`src/rtl/fixed_round_pkg.sv`:
```
`default_nettype none
// ============================================================================
//  Module      : fixed_round_pkg
//  Description : Shared constants, types and helpers for the fixed-point
//                round-to-nearest block: representation names and the
//                saturation-bound calculation.
//  Revision    : 1.0 - initial release
// ============================================================================
package fixed_round_pkg;

  // Accepted values of the SIGNREP parameter.
  localparam string c_SIGNREP_SIGNED   = "SIGNED";
  localparam string c_SIGNREP_UNSIGNED = "UNSIGNED";

  // Widest output the bound helper can describe (bounds held in 64 bits).
  localparam int c_MAX_OWIDTH = 62;

  // Inclusive saturation limits for a result word.
  typedef struct packed {
    logic signed [63:0] hi;
    logic signed [63:0] lo;
  } sat_bounds_t;

  // Largest and smallest representable value of a WIDTH-bit word in the
  // chosen representation.
  function automatic sat_bounds_t sat_bounds(input int width, input logic is_signed);
    sat_bounds_t b;
    if (is_signed) begin
      b.hi = (64'sd1 <<< (width - 1)) - 64'sd1;
      b.lo = -(64'sd1 <<< (width - 1));
    end else begin
      b.hi = (64'sd1 <<< width) - 64'sd1;
      b.lo = 64'sd0;
    end
    return b;
  endfunction

endpackage
`default_nettype wire

```
`src/rtl/fixed_round_delay.sv`:
```
`default_nettype none
// ============================================================================
//  Module      : fixed_round_delay
//  Description : WIDTH x DEPTH register chain with asynchronous active-low
//                reset and clock enable.  DEPTH=0 degenerates to a wire.
//  Revision    : 1.0 - initial release
// ============================================================================
module fixed_round_delay #(
  parameter int WIDTH = 4,
  parameter int DEPTH = 3
) (
  input  logic             clk,
  input  logic             rst,       // active-low, asynchronous
  input  logic             i_clkena,
  input  logic [WIDTH-1:0] i_data,
  output logic [WIDTH-1:0] o_data
);

  generate
    if (DEPTH == 0) begin : g_wire
      // No registers requested: the chain is a straight connection.
      assign o_data = i_data;
    end else begin : g_chain
      logic [WIDTH-1:0] r_stage [DEPTH];

      // Shift chain: every stage advances together on an enabled edge and
      // all stages clear immediately when reset is asserted.
      always_ff @(posedge clk or negedge rst) begin
        if (!rst) begin
          for (int i = 0; i < DEPTH; i++) begin
            r_stage[i] <= '0;
          end
        end else if (i_clkena) begin
          r_stage[0] <= i_data;
          for (int i = 1; i < DEPTH; i++) begin
            r_stage[i] <= r_stage[i-1];
          end
        end
      end

      assign o_data = r_stage[DEPTH-1];
    end
  endgenerate

endmodule
`default_nettype wire

```
`src/rtl/fixed_round_nearest.sv`:
```
`default_nettype none
// ============================================================================
//  Module      : fixed_round_nearest
//  Description : Drops the IWIDTH-OWIDTH fractional LSBs of i_data with
//                round-to-nearest (half up for unsigned, half away from zero
//                for signed), saturates to OWIDTH bits, then delays the
//                result by PIPELINE enabled clock edges.
//  Revision    : 1.0 - initial release
// ============================================================================
module fixed_round_nearest
  import fixed_round_pkg::*;
#(
  parameter int    IWIDTH   = 7,
  parameter int    OWIDTH   = 4,
  parameter string SIGNREP  = "UNSIGNED",
  parameter int    PIPELINE = 3
) (
  input  logic              clk,
  input  logic              rst,       // active-low, asynchronous
  input  logic              clkena,
  input  logic [IWIDTH-1:0] i_data,
  output logic [OWIDTH-1:0] o_data
);

  // Number of fractional bits discarded and width of the pre-clamp quotient.
  localparam int   c_D         = IWIDTH - OWIDTH;
  localparam int   c_RW        = OWIDTH + 1;
  localparam logic c_IS_SIGNED = (SIGNREP == c_SIGNREP_SIGNED);
  localparam logic c_REP_VALID = c_IS_SIGNED || (SIGNREP == c_SIGNREP_UNSIGNED);

  // Elaboration-time parameter checks.
  generate
    if (!c_REP_VALID) begin : g_bad_signrep
      $error("fixed_round_nearest: SIGNREP must be \"SIGNED\" or \"UNSIGNED\"");
    end
    if (OWIDTH < 1 || OWIDTH > c_MAX_OWIDTH) begin : g_bad_owidth
      $error("fixed_round_nearest: OWIDTH out of range");
    end
    if (IWIDTH < OWIDTH) begin : g_bad_iwidth
      $error("fixed_round_nearest: IWIDTH must be >= OWIDTH");
    end
    if (PIPELINE < 0) begin : g_bad_pipeline
      $error("fixed_round_nearest: PIPELINE must be >= 0");
    end
  endgenerate

  logic [OWIDTH-1:0] w_round;

  generate
    if (c_D == 0) begin : g_identity
      // Nothing to discard: the word passes through unchanged.
      assign w_round = i_data;

    end else if (!c_IS_SIGNED) begin : g_unsigned
      localparam sat_bounds_t       c_B    = sat_bounds(OWIDTH, 1'b0);
      localparam logic [c_RW-1:0]   c_HI   = c_RW'(c_B.hi);
      localparam logic [IWIDTH:0]   c_HALF = (IWIDTH + 1)'(1) << (c_D - 1);

      logic [IWIDTH:0]   w_sum;
      logic [c_RW-1:0]   w_q;

      // Round half up: add half an output LSB in a one-bit-wider adder so
      // the carry out of the top bit is kept rather than wrapped.
      assign w_sum = {1'b0, i_data} + c_HALF;
      assign w_q   = w_sum[IWIDTH:c_D];

      // Only the top quotient bit can push the value past the output range.
      assign w_round = (w_q > c_HI) ? c_HI[OWIDTH-1:0] : w_q[OWIDTH-1:0];

    end else begin : g_signed
      localparam sat_bounds_t            c_B    = sat_bounds(OWIDTH, 1'b1);
      localparam logic signed [c_RW-1:0] c_HI   = c_RW'(c_B.hi);
      localparam logic signed [c_RW-1:0] c_LO   = c_RW'(c_B.lo);
      localparam logic signed [IWIDTH:0] c_HALF = (IWIDTH + 1)'(1) << (c_D - 1);
      localparam logic [c_D-1:0]         c_TIE  = c_D'(1) << (c_D - 1);

      logic                     w_neg;
      logic                     w_tie;
      logic signed [IWIDTH:0]   w_ext;
      logic signed [IWIDTH:0]   w_tie_ext;
      logic signed [IWIDTH:0]   w_sum;
      logic signed [c_RW-1:0]   w_q;
      logic [OWIDTH-1:0]        w_clamp;

      // Sign-extend one bit so the bias addition can never overflow.
      assign w_neg     = i_data[IWIDTH-1];
      assign w_ext     = {w_neg, i_data};

      // A negative exact half must round away from zero (downwards), so the
      // half-LSB bias is reduced by one in that single case.
      assign w_tie     = w_neg && (i_data[c_D-1:0] == c_TIE);
      assign w_tie_ext = {{IWIDTH{1'b0}}, w_tie};
      assign w_sum     = w_ext + c_HALF - w_tie_ext;

      // Taking the upper bits is an arithmetic right shift by D.
      assign w_q = w_sum[IWIDTH:c_D];

      // Clamp to the signed output range; the low clamp is kept as a guard
      // even though half-away-from-zero rounding cannot underflow.
      always_comb begin
        w_clamp = w_q[OWIDTH-1:0];
        if (w_q > c_HI) begin
          w_clamp = c_HI[OWIDTH-1:0];
        end else if (w_q < c_LO) begin
          w_clamp = c_LO[OWIDTH-1:0];
        end
      end

      assign w_round = w_clamp;
    end
  endgenerate

  // Output latency chain; PIPELINE=0 keeps the path combinational.
  fixed_round_delay #(
    .WIDTH (OWIDTH),
    .DEPTH (PIPELINE)
  ) u_delay (
    .clk      (clk),
    .rst      (rst),
    .i_clkena (clkena),
    .i_data   (w_round),
    .o_data   (o_data)
  );

endmodule
`default_nettype wire

```
`config.mk`:
```
export PLATFORM = sky130hd
export DESIGN_NAME = fixed_round_nearest
export DESIGN_NICKNAME = d
export VERILOG_FILES = /design/src/rtl/fixed_round_pkg.sv /design/src/rtl/fixed_round_delay.sv /design/src/rtl/fixed_round_nearest.sv
export SDC_FILE = /design/constraint.sdc
export NUM_CORES = 1
export LEC_CHECK = 0
export ABC_AREA = 1
export CAP_MARGIN = 20
export CELL_PAD_IN_SITES_DETAIL_PLACEMENT = 1
export CELL_PAD_IN_SITES_GLOBAL_PLACEMENT = 2
export CORE_ASPECT_RATIO = 1.2
export CORE_MARGIN = 2
export CORE_UTILIZATION = 26
export CTS_CLUSTER_SIZE = 10
export DETAILED_ROUTE_END_ITERATION = 6
export GPL_TIMING_DRIVEN = 0
export PLACE_DENSITY = 0.72
export SLEW_MARGIN = 20
export SYNTH_ARGS = -nofsm -noshare
export SYNTH_HDL_FRONTEND = slang
export SYNTH_SLANG_ARGS = --single-unit
export TNS_END_PERCENT = 10
```
`constraint.sdc`:
```
create_clock -name clk -period 0.8 [get_ports clk]
set_input_delay 0.12 -clock clk [delete_from_list [all_inputs] [get_ports clk]]
set_output_delay 0.12 -clock clk [all_outputs]
set_load 0.05 [all_outputs]
```
**Word level (Yosys, flattened, before mapping)**

Index checks and enable logic that the tools add are counted.
Widths: inputs -> output; s select.

- Add/subtract/negate cells: 1
- Magnitude comparators: 1
- Mux-type cells: 1

Operators by type and width:

| cell | number |
|---|---|
| $add 7x3->8 const B | 1 |
| $gt 5x4->1 const B | 1 |
| $mux 4 | 1 |

- Flip-flop bits (word level): 12
- Input port bits: 10
- Output and inout port bits: 4
- Logic and storage cells: 6

**Depth between registers and ports, before layout**

Gate-level depths: netlist (run 1).

- Depth in word-level cells: 3
- Gate-level depth with buffers: 7
- Depth with buffers taken out: 7

**Cells and area by module**

A second synthesis (run 1) with hierarchy kept.

- Cells, all modules: 76
- Area, all modules: 598.1 um^2

By module, submodules not included:

| module | times used | cells an instance | area an instance (um^2) |
|---|---|---|---|
| fixed_round_delay | 1 | 55 | 493.0 |
| fixed_round_nearest | 1 | 21 | 105.1 |

**Worst setup path after synthesis (run 1)**

No wires, ideal clock.

- Path kind: input -> register
- Start point: input i_data[2]
- End point: register u_delay.g_chain.r_stage[11] in the netlist's numbering
- Setup time: 116 ps
- Data arrival time: 629 ps
- Required time: 684 ps
- Setup slack: 55 ps
- Stages: 7
- Path through: ha_1 > nand3_1 > nand2_1 > nand2_1 > nand2_1 > nand2_1 > nand2_1

- Word-level cells in the longest chain between the ends: 3

RTL lines:

| element | RTL line | text |
|---|---|---|
| from (decl) | fixed_round_nearest.sv:21 | `input logic [IWIDTH-1:0] i_data,` |
| $add 7x3->8 (*) | fixed_round_nearest.sv:64 | `assign w_sum = {1'b0, i_data} + c_HALF;` |
| $gt 5x4->1 | fixed_round_nearest.sv:68 | `assign w_round = (w_q > c_HI) ? c_HI[OWIDTH-1:0] : w_q[OWIDTH-1:0];` |
| $mux 4 (*) | fixed_round_nearest.sv:68 |  |
| to (signal, indexed assignment) | fixed_round_delay.sv:36 | `r_stage[i] <= r_stage[i-1];` |
| to (decl) | fixed_round_delay.sv:24 | `logic [WIDTH-1:0] r_stage [DEPTH];` |

Every way passes the cells marked *; elsewhere a longest branch is shown, timed or not.
A chain may end at the register's enable or synchronous reset.

**Worst setup path in the final report (run 1)**

- Start point: register u_delay.g_chain.r_stage (netlist bit u_delay.o_data[2])
- End point: output o_data[2]

RTL lines:

| element | RTL line | text |
|---|---|---|
| to (decl) | fixed_round_nearest.sv:22 | `output logic [OWIDTH-1:0] o_data` |

No word-level cell between the ends.

==> impl_metrics.json, run 1 <==
{
  "status": "complete, but fails checks",
  "violations": "negative setup slack",
  "clk_latency_ns": 0.27,
  "layout_setup_ws_ns": -0.245,
  "path_cells": "buf_6 > buf_8",
  "hold_violations": 0,
  "first_global_vias": 486,
  "power.switching_w": 0.000472,
  "stdcell_area_um2": 790,
  "cts_buffers": 3,
  "ys.flop_type": "dfrtp_1",
  "synth_fp_nets": 81,
  "internal_power_w": 0.00116,
  "worst-path-buf-inv": 2,
  "synth_cell_types": 14,
  "setup_viol_count_final": 5,
  "hpwl_um": 811,
  "ios": 14,
  "hp-class": "input pin to asynchronous set/reset pin",
  "synth_edf_count": 0,
  "grtUsageTotal_pct": 10.9,
  "sequentialPowerShare_pct": 44.6,
  "drive_gt1_share_pct": 20.9,
  "dieWidth_um": 46.9,
  "yosysTopAreaCellShare_pct": 52.4,
  "rsz0062_at_grt": "true",
  "wl_per_cell_um": 9.51,
  "max-clock-path-buffers": 2,
  "crit_type": "register to output pin",
  "rr_startpoint": "u_delay.o_data[2]$_DFFE_PN0P_",
  "rrSetupSlack_ns": -0.02,
  "antennaDiodeCount": 0,
  "synth.most_common_cell": "nand2_1",
  "die-area_um2": 2600,
  "p_per_area_nw_per_um2": 2060,
  "place_area_um2": 721,
  "cp_max_fo": 2,
  "syn_area_per_cell_um2": 8.19,
  "ys_seq_area_share_pct": 52.4,
  "post-place-ws_ns": -0.534,
  "critPathTopFamily": "flip-flops",
  "port_buffers": 11,
  "synth-seq-cells": 12,
  "place.gp.congestion": 0.632,
  "synthTopCellsByCount": "34 x nand2_1, 12 x dfrtp_1, 5 x inv_1, 4 x buf_4, 4 x o21ai_0",
  "routed_wl_mm": 1.10,
  "rows": 18,
  "power.share.clock_pct": 29.3,
  "drt-pass1-iter-count": 2,
  "clockRootBuffer": "clkbuf_4",
  "swShare_pct": 29.0,
  "grt_first_pass_wirelength_mm": 2.02,
  "cts_tree": "built",
  "slew_viol_final": 0,
  "startpoint_type": "register",
  "vias": 480,
  "drt_iter0_drc": 1,
  "drt-vias-per-instance": 4.14,
  "worstMarginPinSlew_ns": 0.533,
  "ys_top_cells_by_area": "dfrtp_1 52%, nand2_1 22%, buf_4 5.2%",
  "synth_warnings": 0,
  "start_util_pct": 27.7,
  "maxSlewHeadroom_pct": 64.4,
  "rr_worst_depth": 4,
  "final_util_pct": 38.1,
  "coreArea_um2": 2070,
  "clkTransAtPathRegs_ns": 0.08,
  "slowest_stage": "dfrtp_1",
  "die_h_um": 55.4,
  "num-nets-final": 98,
  "ant_nets": 0,
  "grt_max_degree": 13,
  "fmax_mhz": 957,
  "syn2layout_area_growth_pct": 37.8,
  "r2r-end": "u_delay.o_data[2]$_DFFE_PN0P_",
  "netlist_area_um2": 573,
  "fin_crit_ns": 1.04,
  "pwr-share-comb_pct": 26.1,
  "p_leak_nw": 0.412,
  "overflow": 0,
  "antenna_found_initial": 0,
  "worst_ep_arrival_time_ns": 0.92,
  "cp.required_ns": 0.68,
  "cts.htree.levels": 1,
  "cts.sinks": 12,
  "slowest_delay_ns": 0.40,
  "synth_top_area_cell": "dfrtp_1",
  "synthCells": 70,
  "fin_tns_setup_ns": -0.819,
  "min_period_over_period_pct": 131,
  "async_reset_ff_share_pct": 100,
  "holdWs_ns": 0.194,
  "drcViolationCount": 0,
  "ir_drop_mv": 0.614,
  "worstSetupEndpointType": "output pin",
  "finalClockSkew_ns": 0.00533,
  "cap_violations": 0
}
-- through the flow --
step / cells / power (W)
2_1_floorplan: 70 / 0.000978
3_3_place_gp: 111 / 0.00111
5_1_grt: 116 / 0.00173
3_5_place_dp: 111 / 0.00112
4_1_cts: 116 / 0.00165
6_report: 116 / 0.00163
-- power by group through the flow --
stage	registers, W	clock network, W	logic, W
after floorplan	0.000722	0	0.000256
after global placement	0.000727	0	0.000380
after detailed placement	0.000730	0	0.000389
after CTS	0.000721	0.000496	0.000431
after global routing	0.000734	0.000528	0.000471
final	0.000726	0.000478	0.000425
-- final cells by class --
class,instances,area [um2]
fillers,259,1280
flip-flops and latches,12,300
multi-input cells,47,210
repair buffers,14,146
plain buffers,4,40.0
well taps,30,37.5
clock buffers,4,36.3
inverters,5,18.8
-- what timing repair did --
item                                    CTS  global route
hold buffers                              0             0
resized for setup                        41             5
setup buffers                             1             2
endpoints found under the setup margin   14             5
-- registers in the layout, indices dropped and copies added, names as in the netlist --
signal,flops
u_delay.g_chain.r_stage,8
u_delay.o_data,4
-- how the worst max path moves through the flow --
stage,cells after the start,from,slack [ns],to
final,2,u_delay.o_data[2]$_DFFE_PN0P_,-0.24,o_data[2]
after global placement,2,u_delay.o_data[3]$_DFFE_PN0P_,-0.53,o_data[3]
after global routing,2,u_delay.o_data[2]$_DFFE_PN0P_,-0.27,o_data[2]
after CTS,2,u_delay.o_data[0]$_DFFE_PN0P_,-0.26,o_data[0]
after detailed placement,2,u_delay.o_data[0]$_DFFE_PN0P_,-0.53,o_data[0]
after floorplan,7,i_data[2],0.05,u_delay.g_chain.r_stage[11]$_DFFE_PN0P_
-- worst register-to-register path, stage by stage, from the launching register on --
cell and delay (ns):
dfrtp_1 0.40, buf_4 0.14, buf_6 0.10, nand2_2 0.05, nand2_1 0.04
-- placed cells by master (no fill, tap or decap), drive strengths merged, types with 2 or more instances in the layout --
cell type / count
nor2: 2
nand2: 34
dfrtp: 12
o21ai: 4
buf: 10
nand3: 2
dlygate4sd2: 5
inv: 5
clkbuf: 5
-- cells by family (layout without fill, tap and decap cells) --
kind of cell               count (synthesis)  after routing  synth area share (%)
AOI/OAI and AO/OA                          5              5                  4.80
xor gates and xnor gates                   1              1                  1.53
adders and majority gates                  1              1                  2.18
buffers and inverters                     11             27                  11.8
DFF                                       12             12                  52.4
and+or+nand+nor                           40             40                  27.3
-- metal layers --
metal	part of all wire [%]	up-vias	wire length, um	global-route usage [%]
met5	0	-	0	0
met3	3.4	2	37	0.980
met1	43	221	470	12.9
met2	51	11	567	16.4
met4	2.4	0	27	9.52
li1	-	246	-	-
(Power assumes the default switching activity.)
==> inputs of run 2 (changes only) <==
CAP_MARGIN = 15   (was 20)
==> results of run 2 <==
Same layout as run 1: the final DEF is identical, and so are final timing and power.
==> inputs of run 3 (changes only) <==
CELL_PAD_IN_SITES_DETAIL_PLACEMENT = 0   (was 1)
CELL_PAD_IN_SITES_GLOBAL_PLACEMENT = 1   (was 2)
CORE_UTILIZATION = 33   (was 26)
==> run 3 against run 2 <==
  * The flow still finishes with violations (negative setup slack)
  * Core utilization grew 7.4 points
  * Fmax grew 10%
  * Setup slack gained 0.096 ns
  * Via count shrank 5.6%
  * Sequential power is essentially flat
  * Final cell count shrank 13%
  * Clock-buffer cell count shrank 1
  * Non-clock buffer count shrank 2
  * Critical path depth shrank 1
==> impl_metrics.json, run 3 (synthesis results as in run 1) <==
{
  "vias": 453,
  "clkTransAtPathRegs_ns": 0.07,
  "antenna_found_initial": 0,
  "clk_latency_ns": 0.27,
  "slew_viol_final": 0,
  "dp.cells": 99,
  "layout_setup_ws_ns": -0.149,
  "die_h_um": 49.7,
  "drt-vias-per-instance": 4.49,
  "fin_crit_ns": 0.949,
  "cts_tree": "built",
  "cts.sinks": 12,
  "num-nets-final": 96,
  "first_global_vias": 407,
  "fmax_mhz": 1050,
  "holdBufCountCts": 0,
  "power.switching_w": 0.000445,
  "ir_drop_mv": 0.593,
  "cap_violations": 0,
  "die-area_um2": 2090,
  "violations": "negative setup slack",
  "regMostFlops": "u_delay.g_chain.r_stage",
  "p_leak_nw": 0.402,
  "rsz0062_at_grt": "true",
  "rr_startpoint": "u_delay.o_data[1]$_DFFE_PN0P_",
  "hp-class": "input pin to asynchronous set/reset pin",
  "cp.required_ns": 0.68,
  "port_buffers": 11,
  "dieWidth_um": 42.0,
  "max-clock-path-buffers": 2,
  "ios": 14,
  "syn2layout_area_growth_pct": 30.3,
  "cts.htree.levels": 1,
  "instances_no_fill": 101,
  "status": "complete, but fails checks",
  "maxSlewHeadroom_pct": 65.0,
  "p_per_area_nw_per_um2": 1980,
  "worstMarginPinSlew_ns": 0.524,
  "post-place-ws_ns": -0.538,
  "crit_type": "register to output pin",
  "rows": 16,
  "final_cell_mix": "34 x nand2_1, 12 x dfrtp_1",
  "critPathTopFamily": "flip-flops",
  "worst_ep_arrival_time_ns": 0.83,
  "grt_first_pass_wirelength_mm": 1.77,
  "largest_reg_flops": 8,
  "overflow": 0,
  "fin_tns_setup_ns": -0.580,
  "grt_max_degree": 13,
  "pwr-share-comb_pct": 26.6,
  "hold_violations": 0,
  "critical_path.startpoint": "u_delay.o_data[3]$_DFFE_PN0P_",
  "grtUsageTotal_pct": 11.9,
  "start_util_pct": 34.9,
  "power.share.clock_pct": 24.3,
  "antennaDiodeCount": 0,
  "drt_iter0_drc": 10,
  "drcViolationCount": 0,
  "routed_wl_um": 980,
  "finalClockSkew_ns": 0.000273,
  "slowest_stage": "dfrtp_1",
  "hpwl_um": 698,
  "setup_viol_count_final": 4,
  "wl_per_cell_um": 9.70,
  "swShare_pct": 30.0,
  "path_cells": "buf_8",
  "startpoint_type": "register",
  "sequentialPowerShare_pct": 49.1,
  "internal_power_w": 0.00104,
  "place.gp.congestion": 0.651,
  "worst-path-buf-inv": 1,
  "coreArea_um2": 1640,
  "ant_nets": 0,
  "drive_gt1_share_pct": 16.9,
  "slowest_delay_ns": 0.40,
  "worstSetupEndpointType": "output pin",
  "cts_buffers": 3,
  "min_period_over_period_pct": 119,
  "clockRootBuffer": "clkbuf_4",
  "drt-pass1-iter-count": 4,
  "cp_max_fo": 2,
  "layout_commonest_cell": "nand2_1"
}
==> run 3: layout make-up <==
cell class / count / area [um2]
tap: 18 / 22.5
inverter: 5 / 18.8
sequential: 12 / 300
timing repair buffer: 14 / 150
clock buffer: 3 / 22.5
buffer: 2 / 25.0
multi-input combinational: 47 / 208
fill: 184 / 895
==> run 3: per-stage QoR <==
step	hold slack (ns)	total power, W	instance area [um2]	utilization (%)
floorplan	-0.176	0.000978	573	-
global placement	0.454	0.00110	706	43.0
detailed placement	0.458	0.00111	706	43.0
CTS	0.218	0.00150	739	45.0
global route	0.245	0.00157	747	45.5
finish	0.196	0.00148	747	45.5
==> run 3: repair_timing <==
action | CTS | global route
gates cloned | 0 | 0
endpoints found under the setup margin | 14 | 10
setup buffers | 0 | 3
resized for setup | 40 | 4
==> run 3: per-layer routing <==
layer	global-route usage, %	up-vias	share of wire [%]
met3	2.20	4	4.7
met4	14.1	0	5.1
met1	15.2	193	48
met2	15.1	17	43
li1	-	239	-
met5	0	-	0
==> run 3: final timing paths <==
path	end	slack [ns]	cells after the start
min	u_delay.g_chain.r_stage[11]$_DFFE_PN0P_	0.20	1
max in group asynchronous	u_delay.o_data[2]$_DFFE_PN0P_	0.26	1
min reg2reg	u_delay.g_chain.r_stage[6]$_DFFE_PN0P_	0.47	2
max reg2reg	u_delay.o_data[1]$_DFFE_PN0P_	0.07	3
min in group clk	u_delay.o_data[3]$_DFFE_PN0P_	0.21	4
max	o_data[3]	-0.15	1
==> run 3: power groups by stage <==
stage,Combinational [W],Sequential (W),Clock [W]
finish,0.000395,0.000727,0.000360
global route,0.000436,0.000737,0.000401
CTS,0.000401,0.000722,0.000377
detailed placement,0.000383,0.000729,0
global placement,0.000378,0.000727,0
floorplan,0.000256,0.000722,0
